`config.mk`:
```
export PLATFORM = sky130hd
export DESIGN_NAME = fetch_stage
export DESIGN_NICKNAME = d
export VERILOG_FILES = /design/src/rtl/fetch_stage.sv
export SDC_FILE = /design/constraint.sdc
export NUM_CORES = 1
export LEC_CHECK = 0
export CORE_UTILIZATION = 40
export DETAILED_ROUTE_END_ITERATION = 10
export PLACE_DENSITY = 0.73
export SYNTH_ARGS = -nofsm -noshare
export SYNTH_HDL_FRONTEND = slang
export SYNTH_SLANG_ARGS = --single-unit
```
`constraint.sdc`:
```
create_clock -name clk -period 2.1 [get_ports clk]
set_clock_uncertainty 0.15 [all_clocks]
set_input_delay 0.42 -clock clk [delete_from_list [all_inputs] [get_ports clk]]
set_output_delay 0.42 -clock clk [all_outputs]
set_load 0.005 [all_outputs]
```
`src/rtl/fetch_stage.sv`:
```
// -----------------------------------------------------------------------------
// fetch_stage
//
// Instruction fetch stage and IF/ID pipeline register for a classic five-stage
// in-order pipeline. Holds the program counter, drives a combinational
// instruction-memory read port, selects the next PC (hold / jump / branch /
// sequential) and registers the fetched instruction towards decode. It also
// keeps two saturating event counters for stalls and IF/ID flushes.
//
// Ports
//   clk              clock; every register updates on its rising edge
//   rst              synchronous, active-high reset
//   stall_F          hold the PC this cycle
//   stall_D          hold the IF/ID register this cycle
//   pc_src_d         branch resolved taken in decode
//   jmp_d            jump in decode (wins over pc_src_d)
//   branch_target_d  branch destination
//   jump_target_d    jump destination
//   imem_addr        instruction memory address (equals the PC register)
//   imem_rdata       instruction at imem_addr, same cycle
//   instr_d          registered instruction to decode (0 = NOP bubble)
//   pc_plus4_d       registered PC+4 belonging to instr_d
//   valid_d          instr_d is a real fetched instruction
//   stall_cnt        saturating count of cycles with stall_F=1
//   flush_cnt        saturating count of IF/ID flushes that took effect
//
// Handshake: there is no valid/ready pair here. The hazard unit owns flow
// control through stall_F/stall_D; a redirect (pc_src_d/jmp_d) is a level
// that decode keeps presenting until the stall that blocked it releases.
// -----------------------------------------------------------------------------
module fetch_stage #(
    parameter int                  DATA_W   = 32,
    parameter logic [DATA_W-1:0]   RESET_PC = 32'h0000_0000,
    parameter int                  CNT_W    = 16
) (
    input  logic                clk,
    input  logic                rst,
    input  logic                stall_F,
    input  logic                stall_D,
    input  logic                pc_src_d,
    input  logic                jmp_d,
    input  logic [DATA_W-1:0]   branch_target_d,
    input  logic [DATA_W-1:0]   jump_target_d,
    output logic [DATA_W-1:0]   imem_addr,
    input  logic [DATA_W-1:0]   imem_rdata,
    output logic [DATA_W-1:0]   instr_d,
    output logic [DATA_W-1:0]   pc_plus4_d,
    output logic                valid_d,
    output logic [CNT_W-1:0]    stall_cnt,
    output logic [CNT_W-1:0]    flush_cnt
);

    // Redirect targets are word aligned by clearing the two low bits.
    localparam logic [DATA_W-1:0] ALIGN_MASK = {{(DATA_W-2){1'b1}}, 2'b00};
    localparam logic [DATA_W-1:0] PC_STEP    = DATA_W'(4);
    localparam logic [CNT_W-1:0]  CNT_ONE    = CNT_W'(1);
    localparam logic [CNT_W-1:0]  CNT_MAX    = {CNT_W{1'b1}};

    // ------------------------------------------------------------------
    // State
    // ------------------------------------------------------------------
    logic [DATA_W-1:0] pc_q,       pc_d;
    logic [DATA_W-1:0] instr_q,    instr_d_nxt;
    logic [DATA_W-1:0] pc4_q,      pc4_d;
    logic              valid_q,    valid_d_nxt;
    logic [CNT_W-1:0]  stall_cnt_q, stall_cnt_d;
    logic [CNT_W-1:0]  flush_cnt_q, flush_cnt_d;

    logic [DATA_W-1:0] pc_plus4_f;
    logic              redirect;
    logic              flush_fire;

    // Wraps naturally at DATA_W bits (0xFFFF_FFFC + 4 -> 0).
    assign pc_plus4_f = pc_q + PC_STEP;

    // The PC register itself is the memory address: no extra latency.
    assign imem_addr  = pc_q;

    assign redirect   = pc_src_d | jmp_d;

    // A redirect only empties IF/ID when IF/ID is allowed to move; a flush
    // swallowed by stall_D neither happens nor gets counted.
    assign flush_fire = redirect & ~stall_D;

    // ------------------------------------------------------------------
    // Next PC: stall hold > jump > branch > sequential
    // ------------------------------------------------------------------
    always_comb begin
        pc_d = pc_plus4_f;
        if (stall_F) begin
            pc_d = pc_q;
        end else if (jmp_d) begin
            pc_d = jump_target_d & ALIGN_MASK;
        end else if (pc_src_d) begin
            pc_d = branch_target_d & ALIGN_MASK;
        end
    end

    // ------------------------------------------------------------------
    // IF/ID register: hold > flush > load
    // ------------------------------------------------------------------
    always_comb begin
        instr_d_nxt = imem_rdata;
        pc4_d       = pc_plus4_f;
        valid_d_nxt = 1'b1;
        if (stall_D) begin
            instr_d_nxt = instr_q;
            pc4_d       = pc4_q;
            valid_d_nxt = valid_q;
        end else if (flush_fire) begin
            instr_d_nxt = '0;
            pc4_d       = '0;
            valid_d_nxt = 1'b0;
        end
    end

    // ------------------------------------------------------------------
    // Saturating event counters
    // ------------------------------------------------------------------
    always_comb begin
        stall_cnt_d = stall_cnt_q;
        flush_cnt_d = flush_cnt_q;
        if (stall_F && (stall_cnt_q != CNT_MAX)) begin
            stall_cnt_d = stall_cnt_q + CNT_ONE;
        end
        if (flush_fire && (flush_cnt_q != CNT_MAX)) begin
            flush_cnt_d = flush_cnt_q + CNT_ONE;
        end
    end

    // ------------------------------------------------------------------
    // Registers; reset overrides every pending stall or redirect.
    // ------------------------------------------------------------------
    always_ff @(posedge clk) begin
        if (rst) begin
            pc_q        <= RESET_PC;
            instr_q     <= '0;
            pc4_q       <= '0;
            valid_q     <= 1'b0;
            stall_cnt_q <= '0;
            flush_cnt_q <= '0;
        end else begin
            pc_q        <= pc_d;
            instr_q     <= instr_d_nxt;
            pc4_q       <= pc4_d;
            valid_q     <= valid_d_nxt;
            stall_cnt_q <= stall_cnt_d;
            flush_cnt_q <= flush_cnt_d;
        end
    end

    assign instr_d    = instr_q;
    assign pc_plus4_d = pc4_q;
    assign valid_d    = valid_q;
    assign stall_cnt  = stall_cnt_q;
    assign flush_cnt  = flush_cnt_q;

endmodule

```
Word level (Yosys, flattened, before mapping)
Cells that the tools add are included.
{"block": "op_classes", "add_sub_neg": 3, "multipliers": 0, "div_mod_pow": 0, "n_lt_le_gt_ge": 0, "eq_ne": 2, "shift": 0, "n_mux": 5, "bitwise": 3, "n_reduce_logical": 2}
{"operator": "$mux W32", "n": 4}
{"operator": "$add A16 B1 Y16 const B", "n": 2}
{"operator": "$add A32 B3 Y32 const B", "n": 1}
{"operator": "$ne A16 B16 Y1 const B", "n": 2}
{"operator": "$logic_and A1 B1 Y1", "n": 2}
{"operator": "$and A1 B1 Y1", "n": 1}
{"operator": "$mux W1", "n": 1}
{"operator": "$not A1 Y1", "n": 1}
{"operator": "$or A1 B1 Y1", "n": 1}
{"block": "word_totals", "ff_bits": 129, "latchBits": 0, "ramBits": 0, "rom_bits": 0, "out_inout_bits": 129, "memories": 0}

Longest topological paths before layout
Gate-level depths: netlist of the first run.
{"block": "logic_depth", "word_depth": 3, "ltp_mapped": 7, "ltp_nobuf": 6}

Worst setup path after synthesis of the first run
Ideal clock, no wire load.
{"block": "synth_timing", "path_type": "register -> register", "from": "reg pc_q[2], in the netlist imem_addr[2]", "to": "reg pc_q[22], in the netlist imem_addr[22]", "arrival_ns": 1.936, "setup_slack_ns": -0.060, "stages_incl_launch_ff": 7, "n_path_buf": 0, "synth_period_minus_slack_ns": 2.160, "cell_sequence": "dfxtp_1 ha_1 and2_1 nand3_1 or4_4 or4_1 a31oi_1"}
{"block": "synth_between", "elab_chain_len": 3}
{"item": "start: declaration", "line": "62", "text": "logic [DATA_W-1:0] pc_q, pc_d;"}
{"item": "start signal: assignment", "line": "143", "text": "pc_q <= pc_d;"}
{"item": "$add A32 B3 Y32", "line": "74", "text": "assign pc_plus4_f = pc_q + PC_STEP;"}
{"item": "$mux W32", "line": "94", "text": "end else if (pc_src_d) begin"}
{"item": "$mux W32", "line": "92", "text": "end else if (jmp_d) begin"}
Every way passes these cells.
A chain may end at the register's enable or synchronous reset.

Worst setup path after layout of the first run
{"block": "layout_timing", "from": "reg pc_q[10], in the netlist imem_addr[10]", "to": "reg pc_q[18], in the netlist imem_addr[18]"}
The elaborated chain is that of the path after synthesis.

==> qor.yml, run 1 <==
run_status:
  status: "finished, final reports clean"
detailed_routing:
  num_vias: 6311
  drc_errors: 0
  drtPass1Iterations: 5
  wl_per_cell_um: 18.1
  routed_wl_um: 20600
  detail-route-antenna-nets: 0
  viasPerCell: 5.57
  dr.first_iter.drc_count: 418
global_routing:
  antenna_found_initial: 0
  grt_max_degree: 56
  grt_pass1_wl_um: 31400
  grt_pass1_vias: 6124
  gr-usage-all-layers_pct: 27.1
  grt-ovfl-total: 0
clocking:
  cts-htree-levels: 4
  clock_latency_ps: 420
  numCtsBuffers: 17
  clockRootBuffer: "clkbuf_16"
  cts.sinks: 126
  clkSlewWorstSetupHoldPaths_ps: 60
  cts_tree: "built"
  cts_hold_buf: 0
  cts.path.max_buffers: 2
timing:
  post-route-period-util_pct: 98.4
  period_minus_slack_ps: 2070
  tightest_slew_ps: 522
  clock.fmax_mhz: 484
  maxSlewViolCount: 0
  rsz0062_at_grt: "yes"
  max_slew_margin_pct: 65.2
  finalHoldViolCount: 0
  setup_viol: 0
worst_setup_path:
  cp_slowest_cell: "dfxtp_2"
  cp_max_fo: 10
  required_ps: 2250
  crit_path_cell_trace: "buf_6 > nand4_1 > nor2_1 > buf_4 > nand4_1 > o311a_1 > o21a_1"
  setup.worst_path.start: "imem_addr[10]$_SDFFE_PP0N_"
  cp_common_cell: "nand4_1"
  reg2reg_slack_ps: 30
  cp_top_family: "simple AND/OR/NAND/NOR gates"
  path_depth: 7
  r2r_end: "imem_addr[18]$_SDFFE_PP0N_"
  arrival_ps: 2220
  end_kind: "flop"
  max_stage_delay_ps: 350
  critPathKind: "flop to flop"
  path_buf_inv: 2
  critPathLaunchType: "flop"
  reg2reg_from: "imem_addr[10]$_SDFFE_PP0N_"
  cp-endpoint: "imem_addr[18]$_SDFFE_PP0N_"
  reg2regPathDepth: 7
synthesis:
  ys.warnings.count: 0
  synth_top_area_share_pct: 43.0
  synth_area_leader_cell: "dfxtp_1"
  synth_flop_cell: "dfxtp_1"
  synth_seq_cells: 126
  syn_avg_cell_area_um2: 8.70
  synth_cells: 675
  synthArstFlopShare_pct: 0
  synth_area_leaders: "dfxtp_1, a22o_1, xnor2_1"
  synth_cell_types: 63
  synthesis.area_mm2: 0.00587
  synth-edff-count: 0
  yosysSeqAreaShare_pct: 43.0
die:
  die_width_um: 123
  rows: 43
  start_util_pct: 41.6
  pin_count: 231
  die-height_um: 123
  dieArea_mm2: 0.0152
  core_area_mm2: 0.0141
final_layout:
  multi_input_area_mm2: 0.00319
  nNetsFinal: 1048
  syn_to_final_growth_pct: 60.8
  regArea_mm2: 0.00253
  antenna_cells: 0
  fin_util_pct: 66.9
  drive_gt1_share_pct: 14.3
  fillCellCount: 1166
min_path:
  hold_class: "flop to flop"
  whs_path_depth: 2
run:
  maxCapViolCount: 0
placed_design:
  post-dp-hpwl_um: 15200
  portBuffers: 224
  place.gp.congestion: 0.859
power_and_ir_drop:
  p_total_mw: 6.36
  vdd_drop_max_v: 0.000609
  p_per_area_mw_per_mm2: 674
  p_leak_nw: 3.57
==> cell usage after synthesis (3+ instances only) <==
master    count
buf_4         4
a221o_1       5
or3_1         5
a221oi_1      6
buf_2         3
o21ai_0      43
nand2_1      58
xor2_1       20
o211a_1       3
nor4_1       12
nand4_1      19
a22o_1       39
xnor2_1      28
and2_1        5
nand3_1      21
buf_1         4
inv_1        12
a211o_1       4
nor3_1       23
mux2i_1      12
and3_1       11
nor4b_1       5
ha_1          3
a21oi_1      25
o41ai_1       3
a22oi_1      10
o211ai_1      6
dfxtp_1     126
and4_1        6
nand2b_1      4
nor2b_1       4
o21a_1        3
nor2_1       57
a31oi_1       6
o22ai_1       8
clkbuf_1     39
==> kinds of logic (layout without fill, tap and decap cells) <==
| group | count (synthesis) | in the layout | synth area share [%] |
|---|---|---|---|
| other | 1 | 2 | 0.0639 |
| buffers and inverters | 65 | 343 | 4.52 |
| DFF | 126 | 126 | 43.0 |
| AOI/OAI and AO/OA | 176 | 176 | 21.2 |
| and+or+nand+nor | 243 | 243 | 21.2 |
| muxes | 13 | 13 | 2.24 |
| adders and majority gates | 3 | 3 | 0.640 |
| xor gates and xnor gates | 48 | 48 | 7.16 |
==> worst min path at each step <==
| stage | slack, ps | to | startpoint |
|---|---|---|---|
| 2_1_floorplan | 300 | pc_plus4_d[10]$_SDFFE_PP0N_ | pc_plus4_d[10]$_SDFFE_PP0N_ |
| 3_3_place_gp | 290 | pc_plus4_d[29]$_SDFFE_PP0N_ | pc_plus4_d[29]$_SDFFE_PP0N_ |
| 3_5_place_dp | 300 | pc_plus4_d[13]$_SDFFE_PP0N_ | pc_plus4_d[13]$_SDFFE_PP0N_ |
| 4_1_cts | 310 | pc_plus4_d[13]$_SDFFE_PP0N_ | pc_plus4_d[13]$_SDFFE_PP0N_ |
| 5_1_grt | 340 | pc_plus4_d[13]$_SDFFE_PP0N_ | pc_plus4_d[13]$_SDFFE_PP0N_ |
| 6_report | 300 | pc_plus4_d[13]$_SDFFE_PP0N_ | pc_plus4_d[13]$_SDFFE_PP0N_ |
==> routing by layer <==
metal | up-vias | GRT usage [%] | wire length, um | part of all wire, %
li1 | 3009 | - | - | -
met2 | 286 | 48.3 | 10100 | 49
met4 | 0 | 7.76 | 342 | 1.7
met1 | 2984 | 29.9 | 8000 | 39
met5 | - | 0 | 0 | 0
met3 | 32 | 10.3 | 2090 | 10
==> registers in the layout, summed over array words and instances (netlist names) <==
| name | cells |
|---|---|
| instr_d | 32 |
| pc_plus4_d | 31 |
| imem_addr | 30 |
| flush_cnt | 16 |
| stall_cnt | 16 |
| valid_d | 1 |
==> repair_timing <==
item	4_1_cts	5_1_grt
gates resized for setup	4	20
buffers inserted	0	2
pin swaps	1	4
endpoints found under the setup margin	6	23
==> power by group <==
part	internal [mW]	switching (mW)	leakage (nW)
clock network	1.97	1.02	0.299
logic	0.484	0.362	2.25
registers	2.47	0.0621	1.03
==> worst min-delay path, cell delays in order, from the launching register on <==
cell and delay [ps]:
dfxtp_1 320, nand2_1 50, o21ai_0 50
==> placed cells by master (no fill, tap or decap), types with 4 or more instances in the layout <==
master / Yosys / routed
nand2_1: 58 / 58
inv_1: 12 / 12
nand4_1: 19 / 19
and4_1: 6 / 6
a21oi_1: 25 / 25
o21ai_0: 43 / 43
a221o_1: 5 / 5
nor3_1: 23 / 21
a22o_1: 39 / 39
buf_4: 4 / 72
nand3_1: 21 / 18
and2_1: 5 / 4
mux2i_1: 12 / 12
nor4b_1: 5 / 5
clkdlybuf4s50_1: 0 / 220
nor2_1: 57 / 56
clkinv_2: 0 / 4
a211o_1: 4 / 4
a22oi_1: 10 / 10
and3_1: 11 / 11
clkbuf_16: 0 / 17
a31oi_1: 6 / 6
o211ai_1: 6 / 6
nand2b_1: 4 / 4
dfxtp_1: 126 / 121
xor2_1: 20 / 20
a221oi_1: 6 / 6
xnor2_1: 28 / 28
or3_1: 5 / 4
dfxtp_2: 0 / 5
nor4_1: 12 / 10
o22ai_1: 8 / 8
clkbuf_8: 0 / 4
==> layout make-up <==
cell class,instances,share of cell area [%]
Sequential cell,126,26.8
Clock buffer,23,5.17
Multi-Input combinational cell,485,33.8
Tap cell,180,2.39
Timing Repair Buffer,300,30.2
Inverter,13,0.517
Clock inverter,7,1.17
==> per-stage QoR <==
step / TNS (ps) / worst slack [ps] / cell area [um2] / std cells / hold WS, ps
floorplan: -6.40 / -6.40 / 5880 / 676 / 299
global placement: -16720 / -282 / 8720 / 1102 / 290
detailed placement: -18290 / -312 / 8720 / 1102 / 297
CTS: 0 / 7.98 / 9340 / 1132 / 308
global route: -36.6 / -16.6 / 9440 / 1134 / 337
finish: 0 / 34.5 / 9440 / 1134 / 303
Power figures use the tool's default switching activity.
==> run 2: changes to the inputs <==
--- a/config.mk
+++ b/config.mk
@@ -5,9 +5,11 @@
 export SDC_FILE = /design/constraint.sdc
 export NUM_CORES = 1
 export LEC_CHECK = 0
-export CORE_UTILIZATION = 40
+export CORE_UTILIZATION = 25
 export DETAILED_ROUTE_END_ITERATION = 10
-export PLACE_DENSITY = 0.73
+export PLACE_DENSITY = 0.49
+export REMOVE_ABC_BUFFERS = 1
+export SKIP_CTS_REPAIR_TIMING = 1
 export SYNTH_ARGS = -nofsm -noshare
 export SYNTH_HDL_FRONTEND = slang
 export SYNTH_SLANG_ARGS = --single-unit
==> qor.yml, run 2 (synthesized netlist as in run 1, its figures left out) <==
final_layout:
  final_cell_mix: "clkdlybuf4s50_1, dfxtp_1, buf_4"
  layout.cells.most_common: "clkdlybuf4s50_1"
  final_cells: 1287  # +13%
  drive_gt1_share_pct: 15.6  # +1.3 points
  antenna_cells: 0  # unchanged
  largest_reg_flops: 32  # unchanged
  syn_to_final_growth_pct: 65.7
  nNetsFinal: 1066  # +1.7%
detailed_routing:
  dr.first_iter.drc_count: 314  # -25%
  wl_per_cell_um: 17.0  # -6.2%
  drtPass1Iterations: 4  # -1
  drc_errors: 0  # unchanged
  viasPerCell: 4.74  # -15%
  routed_wl_um: 21900  # +6.4%
  detail-route-antenna-nets: 0  # unchanged
  num_vias: 6104  # -3.3%
timing:
  period_minus_slack_ps: 2030  # -39.1 ps
  timing.final.ws_setup_ps: 73.6  # +39.1 ps
  post-route-period-util_pct: 96.5  # -1.9 points
  setup_viol: 0  # unchanged
  setup_tns_ps: 0  # unchanged
  maxSlewViolCount: 0  # unchanged
  rsz0062_at_grt: "yes"
  clock.fmax_mhz: 493  # +1.9%
  finalHoldViolCount: 0  # unchanged
global_routing:
  grt-ovfl-total: 0  # unchanged
  grtUsageMet3_pct: 6.57  # -3.7 points
  grt_pass1_vias: 5934  # -3.1%
  gr-usage-all-layers_pct: 18.1  # -9.0 points
  met2_usage_pct: 30.1  # -18 points
  grt-busiest-layer: "met2"
  antenna_found_initial: 0  # unchanged
  grt_pass1_wl_um: 33600  # +6.9%
  grt_max_degree: 59  # +5.4%
  grt.met1_usage_pct: 22.3  # -7.6 points
clocking:
  numCtsBuffers: 17  # unchanged
  cts-htree-levels: 4  # unchanged
  cts_tree: "built"
  clockRootBuffer: "clkbuf_16"
  cts.path.max_buffers: 2  # unchanged
  clkSlewWorstSetupHoldPaths_ps: 60  # about the same
  clock_latency_ps: 420  # about the same
  cts.sinks: 126  # unchanged
worst_setup_path:
  arrival_ps: 1460  # -760 ps
  setup.worst_path.start: "imem_addr[4]$_SDFFE_PP0N_"
  cp_top_family: "buffers and inverters"
  cp_slowest_cell: "clkdlybuf4s50_1"
  critPathKind: "flop to output port"
  critPathLaunchType: "flop"
  end_kind: "output port"
  cp_max_fo: 4  # -6
  required_ps: 1530  # -720 ps
  reg2reg_from: "imem_addr[3]$_SDFFE_PP0N_"
  max_stage_delay_ps: 510  # +160 ps
  path_buf_inv: 2  # unchanged
  crit_path_cell_trace: "buf_4 > clkdlybuf4s50_1"
placed_design:
  portBuffers: 224  # unchanged
  placedCellCount: 1253  # +14%
  pre_cts_slack_ps: -296  # +16.4 ps
  post-dp-hpwl_um: 16000  # +5.2%
  place.gp.congestion: 0.824  # -4.1%
run_status:
  status: "finished, final reports clean"
power_and_ir_drop:
  clockPowerShare_pct: 47.9  # +1.0 points
  pwr-share-comb_pct: 13.2  # about the same
  seq_power_share_pct: 38.9  # -0.9 points
  vdd_drop_max_v: 0.000485  # -20%
  p_per_area_mw_per_mm2: 666  # -1.2%
  p_sw_mw: 1.64  # +14%
  intPower_mw: 4.84  # -1.7%
  p_leak_nw: 3.64  # +1.9%
  switching_share_pct: 25.4  # +2.7 points
die:
  dieArea_mm2: 0.0241  # +59%
  pin_count: 231  # unchanged
  rows: 55  # +28%
  start_util_pct: 25.7  # -16 points
  core_area_mm2: 0.0228  # +62%
  die-height_um: 155  # +26%
  die_width_um: 155  # +26%
min_path:
  hold_class: "flop to flop"
  worstHoldStart: "pc_plus4_d[10]$_SDFFE_PP0N_"
run:
  maxCapViolCount: 0  # unchanged
-- run 2: changes by cell type in the layout (fill, tap and decap cells not counted), sizes merged --
cell           delta
clkinv            -1
clkbuf            -6
clkinvlp          +5
dlymetal6s2s      +2
inv               +4
buf              +19
clkdlybuf4s50     -3
-- run 2: layout make-up --
type	count	area (um2)
fill	2338	13100
tap	313	392
clock inverter	15	185
multi-input combinational	485	3140
inverter	13	48.8
timing repair buffer	318	3010
clock buffer	17	425
sequential	126	2530
-- run 2: power by group through the flow --
stage	clock, mW	combinational (mW)	sequential (mW)
3_3_place_gp	0	0.859	2.57
6_report	3.11	0.854	2.52
4_1_cts	3.18	0.867	2.52
5_1_grt	3.30	0.930	2.53
3_5_place_dp	0	0.861	2.57
2_1_floorplan	0	0.230	2.60
-- run 2: tightest hold or removal path: stages, from the launching register on --
cell     delay, ps
dfxtp_1        330
nand2_1         40
o21ai_0         50
-- run 2: worst paths after layout --
kind / to / slack [ps] / depth (start not counted)
max: imem_addr[4] / 70 / 2
min: pc_plus4_d[10]$_SDFFE_PP0N_ / 300 / 2
max reg2reg: imem_addr[22]$_SDFFE_PP0N_ / 100 / 6
min reg2reg: pc_plus4_d[10]$_SDFFE_PP0N_ / 300 / 2
-- run 2: per-layer routing --
| metal | share of wire (%) | vias to the layer above |
|---|---|---|
| met4 | 1.2 | 0 |
| met1 | 45 | 2849 |
| met5 | 0 | - |
| met3 | 7.9 | 15 |
| li1 | - | 3055 |
| met2 | 46 | 185 |
-- run 2: through the flow --
step	area, um2	hold slack [ps]	utilization [%]	total power [mW]
after global routing	9730	324	42.6	6.76
after floorplan	5660	299	-	2.83
final	9730	304	42.6	6.48
after CTS	9660	310	42.3	6.57
after detailed placement	9050	295	39.6	3.44
after global placement	9050	286	39.6	3.43
